**src/rtl/pool_img_loader.sv**
```systemverilog
// Memory-read front end for the pooling stage: fetches img_count square images
// from feature-map memory and streams them row-major with pixel/image tags.
module pool_img_loader #(
  parameter int DATA_SIZE  = 16,
  parameter int ADDR_W     = 16,
  parameter int MAX_IMG    = 32,
  parameter int FIFO_DEPTH = 4
) (
  input  logic                 clk,
  input  logic                 reset,
  input  logic                 start,
  input  logic [ADDR_W-1:0]    base_addr,
  input  logic [15:0]          img_size,
  input  logic [15:0]          img_count,
  output logic                 mem_rd_en,
  output logic [ADDR_W-1:0]    mem_addr,
  input  logic [DATA_SIZE-1:0] mem_rd_data,
  input  logic                 mem_rd_valid,
  output logic                 out_valid,
  input  logic                 out_ready,
  output logic [DATA_SIZE-1:0] out_data,
  output logic [15:0]          out_pix_idx,
  output logic                 out_last_pix,
  output logic                 out_last_img,
  output logic                 busy,
  output logic                 done,
  output logic                 err
);

  localparam int PTR_W = $clog2(FIFO_DEPTH);
  localparam int CNT_W = PTR_W + 1;
  localparam logic [CNT_W-1:0] DEPTH_C = CNT_W'(FIFO_DEPTH);
  localparam logic [15:0]      MAX_C   = 16'(MAX_IMG);

  typedef enum logic [1:0] {IDLE, REQ, DRAIN, FIN} state_t;

  state_t              state_q, state_d;
  logic [ADDR_W-1:0]   rd_addr_q, rd_addr_d;
  logic [31:0]         total_q, total_d;
  logic [31:0]         issued_q, issued_d;
  logic [15:0]         last_pix_q, last_pix_d;
  logic [15:0]         last_img_q, last_img_d;
  logic [15:0]         pix_q, pix_d;
  logic [15:0]         img_q, img_d;
  logic                err_q, err_d;
  logic [CNT_W-1:0]    outst_q, outst_d;
  logic [CNT_W-1:0]    fcnt_q, fcnt_d;
  logic [PTR_W-1:0]    wptr_q, rptr_q;
  logic [DATA_SIZE-1:0] fifo_q [FIFO_DEPTH];

  logic                push, pop, issue, credit_ok;
  logic [CNT_W:0]      used;
  logic [31:0]         size32, area32;

  // Data arriving with no read outstanding (e.g. after a reset) is dropped.
  assign push      = mem_rd_valid && (outst_q != '0);
  assign out_valid = (fcnt_q != '0);
  assign pop       = out_valid && out_ready;
  // A slot freed by this cycle's accept may be re-requested immediately.
  assign used      = {1'b0, outst_q} + {1'b0, fcnt_q} - {{CNT_W{1'b0}}, pop};
  assign credit_ok = (used < {1'b0, DEPTH_C});
  assign issue     = (state_q == REQ) && (issued_q != total_q) && credit_ok;
  assign size32    = {16'b0, img_size};
  assign area32    = size32 * size32;

  always_comb begin
    state_d    = state_q;
    rd_addr_d  = rd_addr_q;
    total_d    = total_q;
    issued_d   = issued_q;
    last_pix_d = last_pix_q;
    last_img_d = last_img_q;
    pix_d      = pix_q;
    img_d      = img_q;
    err_d      = err_q;
    outst_d    = outst_q + CNT_W'(issue) - CNT_W'(push);
    fcnt_d     = fcnt_q + CNT_W'(push) - CNT_W'(pop);

    if (pop) begin
      if (pix_q == last_pix_q) begin
        pix_d = '0;
        img_d = img_q + 16'd1;
      end else begin
        pix_d = pix_q + 16'd1;
      end
    end

    case (state_q)
      IDLE: begin
        if (start) begin
          err_d      = 1'b0;
          rd_addr_d  = base_addr;
          issued_d   = '0;
          pix_d      = '0;
          img_d      = '0;
          total_d    = area32 * {16'b0, img_count};
          last_pix_d = area32[15:0] - 16'd1;
          last_img_d = img_count - 16'd1;
          if (img_size == '0 || img_count == '0) begin
            state_d = FIN;
          end else if (img_size > MAX_C) begin
            err_d   = 1'b1;
            state_d = FIN;
          end else begin
            state_d = REQ;
          end
        end
      end
      REQ: begin
        if (issue) begin
          rd_addr_d = rd_addr_q + ADDR_W'(1);
          issued_d  = issued_q + 32'd1;
          if (issued_q == total_q - 32'd1) state_d = DRAIN;
        end
      end
      // Looking at next-cycle occupancy lets done follow the last accept directly.
      DRAIN: begin
        if (outst_d == '0 && fcnt_d == '0) state_d = FIN;
      end
      FIN: state_d = IDLE;
      default: state_d = IDLE;
    endcase
  end

  always_ff @(posedge clk) begin
    if (reset) begin
      state_q    <= IDLE;
      rd_addr_q  <= '0;
      total_q    <= '0;
      issued_q   <= '0;
      last_pix_q <= '0;
      last_img_q <= '0;
      pix_q      <= '0;
      img_q      <= '0;
      err_q      <= 1'b0;
      outst_q    <= '0;
      fcnt_q     <= '0;
      wptr_q     <= '0;
      rptr_q     <= '0;
    end else begin
      state_q    <= state_d;
      rd_addr_q  <= rd_addr_d;
      total_q    <= total_d;
      issued_q   <= issued_d;
      last_pix_q <= last_pix_d;
      last_img_q <= last_img_d;
      pix_q      <= pix_d;
      img_q      <= img_d;
      err_q      <= err_d;
      outst_q    <= outst_d;
      fcnt_q     <= fcnt_d;
      if (push) wptr_q <= wptr_q + PTR_W'(1);
      if (pop)  rptr_q <= rptr_q + PTR_W'(1);
    end
  end

  always_ff @(posedge clk) begin
    if (push) fifo_q[wptr_q] <= mem_rd_data;
  end

  assign mem_rd_en    = issue;
  assign mem_addr     = issue ? rd_addr_q : '0;
  assign out_data     = out_valid ? fifo_q[rptr_q] : '0;
  assign out_pix_idx  = out_valid ? pix_q : '0;
  assign out_last_pix = out_valid && (pix_q == last_pix_q);
  assign out_last_img = out_valid && (img_q == last_img_q);
  assign busy         = (state_q == REQ) || (state_q == DRAIN);
  assign done         = (state_q == FIN);
  assign err          = err_q;

endmodule

```
**config.mk**
```make
export PLATFORM = sky130hd
export DESIGN_NAME = pool_img_loader
export DESIGN_NICKNAME = d
export VERILOG_FILES = /design/src/rtl/pool_img_loader.sv
export SDC_FILE = /design/constraint.sdc
export NUM_CORES = 2
export LEC_CHECK = 0
export CAP_MARGIN = 15
export CORE_ASPECT_RATIO = 0.6
export CORE_UTILIZATION = 54
export DETAILED_ROUTE_END_ITERATION = 6
export PLACE_DENSITY = 0.82
export RECOVER_POWER = 25
export SLEW_MARGIN = 10
export SYNTH_ARGS = -nofsm -noshare
export SYNTH_HDL_FRONTEND = slang
export SYNTH_SLANG_ARGS = --single-unit
```
**constraint.sdc**
```tcl
create_clock -name clk -period 11.5 [get_ports clk]
set_input_delay 1.15 -clock clk [delete_from_list [all_inputs] [get_ports clk]]
set_output_delay 1.15 -clock clk [all_outputs]
set_load 0.02 [all_outputs]
```
==> key figures <==
Cells and area
  – Area grow syn2layout: 19.1%
  – Share of layout cells above drive strength 1: 15.2%
  – Final Net Count: 4369
  – Most common cell after layout, fill and taps aside: inv_1
  – Most frequent cells in the layout: inv_1 (566), fa_1 (439), nand2_1 (403)

Clock network
  – Post-CTS Hold Buffers: 0
  – Worst-path clk slew: 0.07 ns
  – CTS tree: built
  – Clock Sinks: 222
  – Clock Path Buffers: 3
  – Clock root buffer: clkbuf_16
  – CTS H-tree lvls: 1
  – Skew-Pair Late Insertion Delay: 0.53 ns
  – Cts bufs inserted: 20

Critical path
  – Kind of critical path: in2reg
  – Slowest cell on the critical path: fa_1
  – FF-to-FF Start: fcnt_q[1]
  – Critical path launch point type: input pin
  – Critical Path Sink Type: flip-flop
  – Setup crit start: img_size[4]
  – Worst EP required: 11.96 ns
  – Most frequent CP cell: fa_1
  – Worst path max stage delay: 0.65 ns
  – Critical path arrival: 11.92 ns
  – Worst-path fanout max: 6

Yosys
  – XOR/XNOR share of the synthesized area: 7.35%
  – Top-area cell type share of the netlist area: 30.6%
  – Syn. warnings: 0
  – Synthesized area per cell: 8.90 um^2
  – Ys async rst share: 0%
  – Multiplexer share of the synthesized area: 1.56%
  – Net Count, Synth: 4040
  – Synthesized instance count: 3327
  – Compound-gate portion of the synthesized area: 6.99%
  – Yosys top cell by area: fa_1
  – Yosys cell types: 78
  – Area contributors post-synth: fa_1 (31%), dfxtp_1 (11%), ha_1 (8.1%), inv_1 (7.4%), edfxtp_1 (6.5%)
  – Post-synth EDFFs: 64
  – Largest family of logic cells by synthesized area: adder cells
  – Post-Synth Simple-Gate Area: 18.7%
  – Synthesized cell area: 0.0296 mm^2
  – Main synth FF type: dfxtp_1
  – Synth Area in Adders: 38.7%
  – Register bit total from synthesis: 222
  – Sequential area share after synthesis: 17.2%

Run status
  – Failing checks: capacitance limit, slew limit
  – Status: complete, but fails checks

Routing
  – Residual DRC: 0
  – Vias: 24300
  – Via density: 5.55
  – Final antenna-violating net count: 0
  – TritonRoute pass-1 iters: 5
  – Drt wl/cell: 18.2 um
  – Total Wirelength: 79800 um
  – Drt initial violations: 2595

Timing
  – Maximum clock frequency: 87.2 MHz
  – TNS Setup: 0 ns
  – Max-slew violations: 36
  – Worst-Margin Slew: 1.61 ns
  – Setup Skew: 0.0117 ns
  – Setup violations, final: 0
  – Rel. slew slack: -7.22%
  – Tcrit/Tclk final: 99.7%
  – Hold Violations, Final: 0
  – RSZ-0062 raised after global routing: yes
  – Fin crit period: 11.47 ns

Global routing
  – GRT Total Usage: 28.8%
  – First-pass GRT wire length: 129000 um
  – Initial antenna violation count: 3
  – Congestion Overflow GR: 0
  – Largest net degree at the start of global routing: 98
  – Number of global-route vias before repair: 24100

Die
  – Die Y: 183 um
  – Die extent in x: 304 um
  – IO Pins: 124
  – Starting Density: 54.7%
  – Placeable Area: 0.0542 mm^2
  – Die area: 0.0558 mm^2
  – # rows: 66

Job
  – Max Cap Violations: 1

Placed design
  – Dpl hpwl: 60600 um
  – Gpl congestion: 0.963
  – # port buffers: 123

Min path
  – Hold WC Path Type: reg2reg
  – Hold_sp: err
-- per-stage QoR --
stage	cell area (um^2)	hold slack [ns]	util (%)	setup WS [ns]	std cells
2_1_floorplan	29800	0.443	-	0.0167	3327
6_report	35300	0.460	65.1	0.0331	4387
4_1_cts	34700	0.462	64.0	-0.185	4360
5_1_grt	35300	0.495	65.1	-0.393	4387
3_5_place_dp	33600	0.453	62.0	-1.05	4307
3_3_place_gp	33600	0.443	62.0	-0.831	4307
-- repair_timing --
action / CTS / global route
gates resized for setup: 83 / 146
setup endpoints to repair: 11 / 13
buffers inserted: 16 / 24
pin swaps: 47 / 110
cloned: 1 / 1
-- area by class of cell --
| type | count | area (um^2) |
|---|---|---|
| tap | 714 | 893 |
| inverter | 582 | 2180 |
| clock buffer | 25 | 529 |
| multi-input combinational | 2359 | 22400 |
| fill | 4068 | 18900 |
| clock inverter | 11 | 169 |
| timing repair buffer | 471 | 4010 |
| antenna | 3 | 7.51 |
| sequential | 222 | 5080 |
-- metal layers --
metal	share of wire [%]	global-route usage [%]
met5	0	0
met4	2.5	6.00
met3	12	7.81
met2	43	42.7
met1	43	42.1
-- kinds of logic (layout without fill, tap and decap cells) --
logic type,count (synthesis),in the layout
simple gates,1135,1135
buf+inv,746,1089
compound gates,316,316
fa+ha+maj,644,644
mux,26,26
other cells,0,3
flops,222,222
xor+xnor,238,238
-- final timing paths --
path / endpoint / slack [ns] / cells past startpoint
setup / recovery: total_q[31] / 0.03 / 38
hold / removal: err / 0.46 / 2
setup reg to reg: state_q[1] / 5.16 / 23
hold reg to reg: err / 0.46 / 2
-- synthesized netlist by cell type, types with 64 or more instances --
library cell / number
inv_1: 581
xor2_1: 127
a21oi_1: 98
nor2_1: 191
nand2_1: 418
ha_1: 191
xnor2_1: 104
and2_1: 216
dfxtp_1: 158
clkbuf_1: 154
fa_1: 453
edfxtp_1: 64
-- critical path, delay by kind of cell --
kind	cells	cell delay, ns
compound gates	3	0.70
simple gates	5	0.70
fa+ha+maj	13	6.34
buf+inv	6	0.71
xor+xnor	11	2.30
-- sequential cells by signal, indices dropped and copies added (netlist names), named ones only --
name / flops
err: 1
fifo_q: 64
img_q: 16
wptr_q: 2
issued_q: 32
rd_addr_q: 16
rptr_q: 2
pix_q: 16
last_pix_q: 15
total_q: 32
last_img_q: 16
fcnt_q: 3
outst_q: 3
state_q: 2
Power is left out: the tool's default activity adds up to more than one toggle a clock period on the data nets, which glitch-free logic cannot reach.
